## config.mk

```make
export PLATFORM = sky130hd
export DESIGN_NAME = auto_player
export DESIGN_NICKNAME = d
export VERILOG_FILES = /design/src/rtl/music_pkg.sv /design/src/rtl/btn_edge.sv /design/src/rtl/auto_player.sv
export SDC_FILE = /design/constraint.sdc
export NUM_CORES = 1
export LEC_CHECK = 0
export ABC_AREA = 1
export CAP_MARGIN = 20
export CORE_UTILIZATION = 25
export DETAILED_ROUTE_END_ITERATION = 16
export GPL_ROUTABILITY_DRIVEN = 0
export PLACE_DENSITY = 0.38
export SLEW_MARGIN = 40
export SYNTH_ARGS = -nofsm -noshare
export SYNTH_HDL_FRONTEND = slang
export SYNTH_SLANG_ARGS = --single-unit
```

## constraint.sdc

```tcl
create_clock -name clk -period 2.1 [get_ports clk]
set_input_delay 0.63 -clock clk [delete_from_list [all_inputs] [get_ports clk]]
set_output_delay 0.63 -clock clk [all_outputs]
set_load 0.05 [all_outputs]
```

## src/rtl/music_pkg.sv

```systemverilog
`default_nettype none
// ============================================================================
// music_pkg : shared note codes, sequencer state encoding, LED decode helper
// Revision  : 1.0
// ============================================================================
package music_pkg;

    localparam logic [3:0] REST_NOTE     = 4'h0;
    localparam logic [3:0] END_NOTE_CODE = 4'hF;

    typedef enum logic [1:0] {
        FETCH = 2'd0,
        PLAY  = 2'd1,
        GAP   = 2'd2
    } state_t;

    // Note n in 1..led_w lights bit n-1; rest, end marker and out-of-range codes stay dark.
    function automatic logic [31:0] led_onehot(input int unsigned note,
                                               input int unsigned led_w,
                                               input int unsigned end_note);
        if (note >= 1 && note <= led_w && note <= 32 && note != end_note)
            return 32'd1 << (note - 1);
        return '0;
    endfunction

endpackage
`default_nettype wire

```

## src/rtl/btn_edge.sv

```systemverilog
`default_nettype none
// ============================================================================
// btn_edge : two-flop synchroniser with single-cycle rising-edge pulse
// Revision : 1.0
// ============================================================================
module btn_edge (
    input  logic clk,
    input  logic reset,
    input  logic btn,
    output logic pulse
);

    logic [1:0] r_sync;
    logic       r_last;

    always_ff @(posedge clk or negedge reset) begin
        if (!reset) begin
            r_sync <= '0;
            r_last <= 1'b0;
        end else begin
            r_sync <= {r_sync[0], btn};
            r_last <= r_sync[1];
        end
    end

    assign pulse = r_sync[1] & ~r_last;

endmodule
`default_nettype wire

```

## src/rtl/auto_player.sv

```systemverilog
`default_nettype none
// ============================================================================
// auto_player : song-ROM sequencer with note durations, gaps, pause, song select
// Revision    : 1.0
// ============================================================================
module auto_player
    import music_pkg::*;
#(
    parameter int                CLK_PER_UNIT = 10_000_000,
    parameter int                SONG_LEN     = 56,
    parameter int                NUM_SONGS    = 3,
    parameter int                NOTE_W       = 4,
    parameter int                DUR_W        = 4,
    parameter int                LED_W        = 7,
    parameter int                GAP_CYCLES   = 500_000,
    parameter logic [NOTE_W-1:0] END_NOTE     = NOTE_W'(END_NOTE_CODE),
    localparam int               SONG_W       = (NUM_SONGS > 1) ? $clog2(NUM_SONGS) : 1,
    localparam int               ADDR_W       = (SONG_LEN > 1) ? $clog2(SONG_LEN) : 1
) (
    input  logic              clk,
    input  logic              reset,
    input  logic              next_btn,
    input  logic              prev_btn,
    input  logic              pause,
    output logic [SONG_W-1:0] song_num,
    output logic [ADDR_W-1:0] rom_addr,
    input  logic [NOTE_W-1:0] rom_note,
    input  logic [DUR_W-1:0]  rom_dur,
    output logic [NOTE_W-1:0] note_to_play,
    output logic [LED_W-1:0]  led_out,
    output logic              playing
);

    localparam int                c_cyc_w     = (CLK_PER_UNIT > 1) ? $clog2(CLK_PER_UNIT) : 1;
    localparam int                c_gap_w     = (GAP_CYCLES > 1) ? $clog2(GAP_CYCLES) : 1;
    localparam logic [c_cyc_w-1:0] c_cyc_last  = c_cyc_w'(CLK_PER_UNIT - 1);
    localparam logic [c_gap_w-1:0] c_gap_last  = c_gap_w'((GAP_CYCLES > 0) ? GAP_CYCLES - 1 : 0);
    localparam logic [ADDR_W-1:0]  c_addr_last = ADDR_W'(SONG_LEN - 1);
    localparam logic [SONG_W-1:0]  c_song_last = SONG_W'(NUM_SONGS - 1);

    state_t              r_state, w_state_nxt;
    logic [c_cyc_w-1:0]  r_cyc;
    logic [c_gap_w-1:0]  r_gap;
    logic [DUR_W-1:0]    r_units;
    logic [NOTE_W-1:0]   r_note;
    logic [LED_W-1:0]    r_led;
    logic [SONG_W-1:0]   r_song;
    logic [ADDR_W-1:0]   r_addr;

    logic w_next_p, w_prev_p, w_jump;
    logic w_unit_done, w_note_done, w_gap_done, w_is_end, w_advance;

    btn_edge u_next (.clk(clk), .reset(reset), .btn(next_btn), .pulse(w_next_p));
    btn_edge u_prev (.clk(clk), .reset(reset), .btn(prev_btn), .pulse(w_prev_p));

    // Simultaneous next and prev cancel each other out.
    assign w_jump      = w_next_p ^ w_prev_p;
    assign w_unit_done = (r_cyc == c_cyc_last);
    assign w_note_done = w_unit_done && (r_units <= DUR_W'(1));
    assign w_gap_done  = (r_gap == c_gap_last);
    assign w_is_end    = (rom_note == END_NOTE);
    assign w_advance   = !pause && (((r_state == PLAY) && w_note_done && (GAP_CYCLES == 0)) ||
                                    ((r_state == GAP) && w_gap_done));

    always_ff @(posedge clk or negedge reset) begin
        if (!reset) r_state <= FETCH;
        else        r_state <= w_state_nxt;
    end

    always_comb begin
        w_state_nxt = r_state;
        if (w_jump) begin
            w_state_nxt = FETCH;
        end else if (!pause) begin
            case (r_state)
                FETCH:   if (!w_is_end) w_state_nxt = PLAY;
                PLAY:    if (w_note_done) w_state_nxt = (GAP_CYCLES > 0) ? GAP : FETCH;
                GAP:     if (w_gap_done) w_state_nxt = FETCH;
                default: w_state_nxt = FETCH;
            endcase
        end
    end

    always_ff @(posedge clk or negedge reset) begin
        if (!reset) begin
            r_song  <= '0;
            r_addr  <= '0;
            r_cyc   <= '0;
            r_gap   <= '0;
            r_units <= '0;
            r_note  <= '0;
            r_led   <= '0;
        end else if (w_jump) begin
            if (w_next_p) r_song <= (r_song == c_song_last) ? '0 : r_song + 1'b1;
            else          r_song <= (r_song == '0) ? c_song_last : r_song - 1'b1;
            r_addr  <= '0;
            r_cyc   <= '0;
            r_gap   <= '0;
            r_units <= '0;
            r_note  <= '0;
            r_led   <= '0;
        end else if (!pause) begin
            case (r_state)
                FETCH: begin
                    if (w_is_end) begin
                        r_addr <= '0;
                    end else begin
                        r_note  <= rom_note;
                        r_led   <= LED_W'(led_onehot(int'(rom_note), LED_W, int'(END_NOTE)));
                        r_units <= (rom_dur == '0) ? DUR_W'(1) : rom_dur;
                        r_cyc   <= '0;
                    end
                end
                PLAY: begin
                    if (w_unit_done) begin
                        r_cyc   <= '0;
                        r_units <= r_units - 1'b1;
                    end else begin
                        r_cyc <= r_cyc + 1'b1;
                    end
                end
                GAP:     r_gap <= w_gap_done ? '0 : r_gap + 1'b1;
                default: ;
            endcase
            if (w_advance) r_addr <= (r_addr == c_addr_last) ? '0 : r_addr + 1'b1;
        end
    end

    // LED stays lit through a pause; the buzzer goes silent.
    always_comb begin
        note_to_play = NOTE_W'(REST_NOTE);
        led_out      = '0;
        playing      = 1'b0;
        if (r_state == PLAY) begin
            playing = 1'b1;
            led_out = r_led;
            if (!pause) note_to_play = r_note;
        end
    end

    assign song_num = r_song;
    assign rom_addr = r_addr;

endmodule
`default_nettype wire

```

==> metrics.txt <==
# TYPE chip_impl_metric gauge
chip_impl_info{name="worst_r2r_endpoint",value="r_units[0]$_DFFE_PN0P_"} 1
chip_impl_metric{name="avgSynthCellArea",unit="um2"} 7.250
chip_impl_metric{name="layout-area-overhead-vs-synth",unit="%"} 29.43
chip_impl_metric{name="vias_per_cell",unit=""} 4.410
chip_impl_info{name="cp-start-kind",value="flip-flop"} 1
chip_impl_metric{name="ir_drop",unit="mV"} 0.5294
chip_impl_metric{name="num_vias",unit=""} 3982
chip_impl_info{name="reg2reg_from",value="u_prev.r_sync[1]$_DFF_PN0_"} 1
chip_impl_metric{name="pre_cts_ws",unit="ns"} -0.2825
chip_impl_metric{name="setup_violations",unit=""} 0
chip_impl_metric{name="total_iterations_of_the_first_detailed_routing_run",unit=""} 7
chip_impl_info{name="rsz0062_at_grt",value="no"} 1
chip_impl_metric{name="antenna_violations_before_repair",unit=""} 0
chip_impl_info{name="tritoncts",value="done"} 1
chip_impl_metric{name="die_area",unit="mm2"} 0.01814
chip_impl_metric{name="cts.path.max_buffers",unit=""} 2
chip_impl_metric{name="synth.ff_latch_count",unit=""} 74
chip_impl_info{name="worst_setup_path_startpoint",value="r_state[1]$_DFFE_PN0P_"} 1
chip_impl_metric{name="design.portCount",unit=""} 33
chip_impl_metric{name="start_util",unit="%"} 25.53
chip_impl_metric{name="hold_viol_final",unit=""} 0
chip_impl_metric{name="total_leakage_power",unit="nW"} 2.531
chip_impl_metric{name="drc",unit=""} 0
chip_impl_info{name="cp-end-kind",value="output port"} 1
chip_impl_metric{name="design_power_total",unit="mW"} 4.473
chip_impl_metric{name="route.detailed.wl_per_inst",unit="um"} 12.94
chip_impl_info{name="cpMaxStageDelayCell",value="dfrtp_1"} 1
chip_impl_info{name="most_used_cells_in_the_layout_excluding_fill_and_tap_cells",value="142 x nand2_1, 94 x nor2_1, 75 x inv_1, 74 x dfrtp_1"} 1
chip_impl_metric{name="fillCellCount",unit=""} 1835
chip_impl_metric{name="syn_area",unit="mm2"} 0.004400
chip_impl_metric{name="yosysWarningCount",unit=""} 0
chip_impl_metric{name="fin_nets",unit=""} 698
chip_impl_metric{name="grt_max_degree",unit=""} 39
chip_impl_metric{name="mappedNetlistNets",unit=""} 631
chip_impl_metric{name="starting_drc_count_in_detailed_routing",unit=""} 159
chip_impl_metric{name="dp_hpwl",unit="mm"} 9.021
chip_impl_info{name="status",value="complete, no violations"} 1
chip_impl_metric{name="share_of_post_route_cells_with_drive_strength_above_1",unit="%"} 16.37
chip_impl_metric{name="worstSkewPairLatency",unit="ns"} 0.34
chip_impl_info{name="min_path_type",value="input port to asynchronous set/reset pin"} 1
chip_impl_metric{name="port_buffers",unit=""} 32
chip_impl_metric{name="setup_ws",unit="ns"} 0.07931
chip_impl_metric{name="cts_sinks",unit=""} 74
chip_impl_metric{name="drt.antenna.violating_nets",unit=""} 0
chip_impl_metric{name="power_per_cell_area",unit="mW/mm2"} 785.3
chip_impl_metric{name="finalWirelength",unit="mm"} 11.68
chip_impl_metric{name="cp_max_fo",unit=""} 11
chip_impl_metric{name="std_cell_rows",unit=""} 48
chip_impl_metric{name="path_clk_slew",unit="ns"} 0.06
chip_impl_metric{name="synth.yosys.seq_area_share",unit="%"} 42.08
chip_impl_metric{name="max_cap_viol_count",unit=""} 0
chip_impl_info{name="cts_root_buffer",value="clkbuf_16"} 1
chip_impl_metric{name="global_route.usage.total",unit="%"} 14.28
chip_impl_metric{name="period_minus_slack",unit="ns"} 2.021
chip_impl_info{name="critical_path_class",value="flip-flop to output port"} 1
chip_impl_metric{name="r2r_slack",unit="ns"} 0.29
chip_impl_metric{name="vias_in_the_first_global_route",unit=""} 4112
chip_impl_info{name="layout_commonest_cell",value="nand2_1"} 1
chip_impl_metric{name="die-width",unit="um"} 134.7
chip_impl_metric{name="worstPathArrival",unit="ns"} 1.39
chip_impl_metric{name="tritoncts.num_buffers",unit=""} 9
chip_impl_metric{name="clock.fmax",unit="MHz"} 494.9
chip_impl_metric{name="critical_path.max_stage_delay",unit="ns"} 0.39
chip_impl_info{name="cp-endpoint",value="led_out[4]"} 1
chip_impl_metric{name="r2r.worst_path.cells",unit=""} 10
chip_impl_metric{name="timing.clock.skew",unit="ns"} 0.004867
chip_impl_metric{name="multi_input_area",unit="mm2"} 0.002228
chip_impl_metric{name="grt_pass1_wl",unit="mm"} 20.24
chip_impl_metric{name="maxSlewViolCount",unit=""} 0
chip_impl_metric{name="timing.slew.headroom",unit="%"} 62.12
chip_impl_metric{name="grt_remaining_overflow",unit=""} 0
chip_impl_metric{name="register_area",unit="mm2"} 0.001852
chip_impl_metric{name="h-tree-depth",unit=""} 3
chip_impl_metric{name="synth_cells",unit=""} 607
chip_impl_metric{name="post-route-period-util",unit="%"} 96.22
chip_impl_metric{name="critPathRequiredTime",unit="ns"} 1.47
chip_impl_metric{name="insertedDiodeCount",unit=""} 0
chip_impl_metric{name="worstMarginPinSlew",unit="ns"} 0.5682
chip_impl_info{name="crit_chain",value="inv_2 > nand2_1 > buf_6 > nor2_2 > buf_12"} 1
chip_impl_metric{name="netlist-cell-type-count",unit=""} 32
chip_impl_metric{name="fp.coreArea",unit="mm2"} 0.01724
chip_impl_metric{name="die_extent_in_y",unit="um"} 134.7
-- final cells by class --
type / instances / area share, %
multi-input cells: 439 / 39.13
repair buffers: 69 / 12.92
clock inverters: 4 / 0.9007
clock buffers: 11 / 4.262
inverters: 81 / 5.338
well taps: 225 / 4.943
flip-flops and latches: 74 / 32.51
-- worst min path at each step --
stage                                      end  slack [ns]                  startpoint  cells past startpoint
global placement    u_next.r_sync[1]$_DFF_PN0_        0.33  u_next.r_sync[0]$_DFF_PN0_                      0
finish                   r_cyc[10]$_DFFE_PN0P_        0.28                       reset                      1
floorplan                 r_cyc[0]$_DFFE_PN0P_        0.33                       reset                      0
detailed placement  u_next.r_sync[1]$_DFF_PN0_        0.34  u_next.r_sync[0]$_DFF_PN0_                      0
CTS                      r_cyc[15]$_DFFE_PN0P_        0.29                       reset                      1
global route             r_cyc[10]$_DFFE_PN0P_        0.31                       reset                      1
-- layer usage --
metal | global-route usage (%) | vias to the layer above | wire [um]
li1 | - | 2069 | -
met1 | 17.74 | 1865 | 5490
met2 | 24.66 | 35 | 5748
met3 | 2.252 | 13 | 218
met4 | 5.743 | 0 | 225
met5 | 0 | - | 0
-- metrics by stage --
step | util [%] | std cells | TNS, ns | hold WS [ns] | cell area, um2
after global routing | 33.04 | 903 | 0 | 0.3138 | 5695
after CTS | 32.89 | 903 | -0.04694 | 0.2945 | 5669
after detailed placement | 30.86 | 886 | -10.13 | 0.3379 | 5319
after floorplan | - | 607 | -0.7860 | 0.3312 | 4400
after global placement | 30.86 | 886 | -8.468 | 0.3335 | 5319
final | 33.04 | 903 | 0 | 0.2802 | 5695
-- where the power goes --
group / internal, mW / total, mW / switching (mW) / leakage (nW)
clock: 0.948 / 1.56 / 0.612 / 0.142
combinational: 0.461 / 1.26 / 0.797 / 1.39
sequential: 1.56 / 1.65 / 0.0966 / 1.00
total: 2.97 / 4.47 / 1.51 / 2.53
-- critical path, delay by kind of cell, from the launching register on --
| kind | cells | cell delay, ns |
|---|---|---|
| buffers and inverters | 3 | 0.42 |
| flip-flops | 1 | 0.39 |
| AND/OR/NAND/NOR | 2 | 0.23 |
-- logic make-up after synthesis --
| group | share of synthesized area, % |
|---|---|
| XOR/XNOR | 3.980 |
| AO/OA/AOI/OAI | 8.217 |
| buffers and inverters | 8.757 |
| adder cells (fa/ha/maj) | 3.128 |
| flip-flops | 42.08 |
| AND/OR/NAND/NOR | 33.84 |
-- synthesized netlist by cell type (all sizes together) --
| cell | n | area share [%] |
|---|---|---|
| o31ai | 1 | 0.17 |
| o21ai | 28 | 3.5 |
| ha | 11 | 3.1 |
| nand4 | 15 | 2.1 |
| nand2 | 149 | 13 |
| clkbuf | 2 | 0.17 |
| o21a | 4 | 0.68 |
| xor2 | 16 | 3.2 |
| o22ai | 13 | 1.8 |
| nand3b | 2 | 0.34 |
| nor3 | 21 | 2.8 |
| o211ai | 3 | 0.51 |
| xnor2 | 4 | 0.80 |
| buf | 11 | 1.7 |
| dfrtp | 74 | 42 |
| a21oi | 13 | 1.5 |
| nand3 | 43 | 4.9 |
| nor2 | 114 | 10 |
| nor3b | 1 | 0.17 |
| inv | 80 | 6.8 |
| or2 | 1 | 0.14 |
| clkinv | 1 | 0.085 |
-- flip-flops by register name, indices dropped and copies added, names as in the netlist --
register	count
r_cyc	24
r_gap	19
r_led	7
rom_addr	6
r_note	4
r_units	4
r_state	2
song_num	2
u_next.r_sync	2
u_prev.r_sync	2
u_next.r_last	1
u_prev.r_last	1
-- repair_timing --
| action | 4_1_cts | 5_1_grt |
|---|---|---|
| hold endpoints to repair | 0 | 0 |
| cloned | 0 | 0 |
| endpoints found under the setup margin | 10 | 23 |
| setup buffers | 2 | 0 |
| hold buffers | 0 | 0 |
| gates resized for setup | 14 | 9 |
Power figures use the tool's default switching activity.
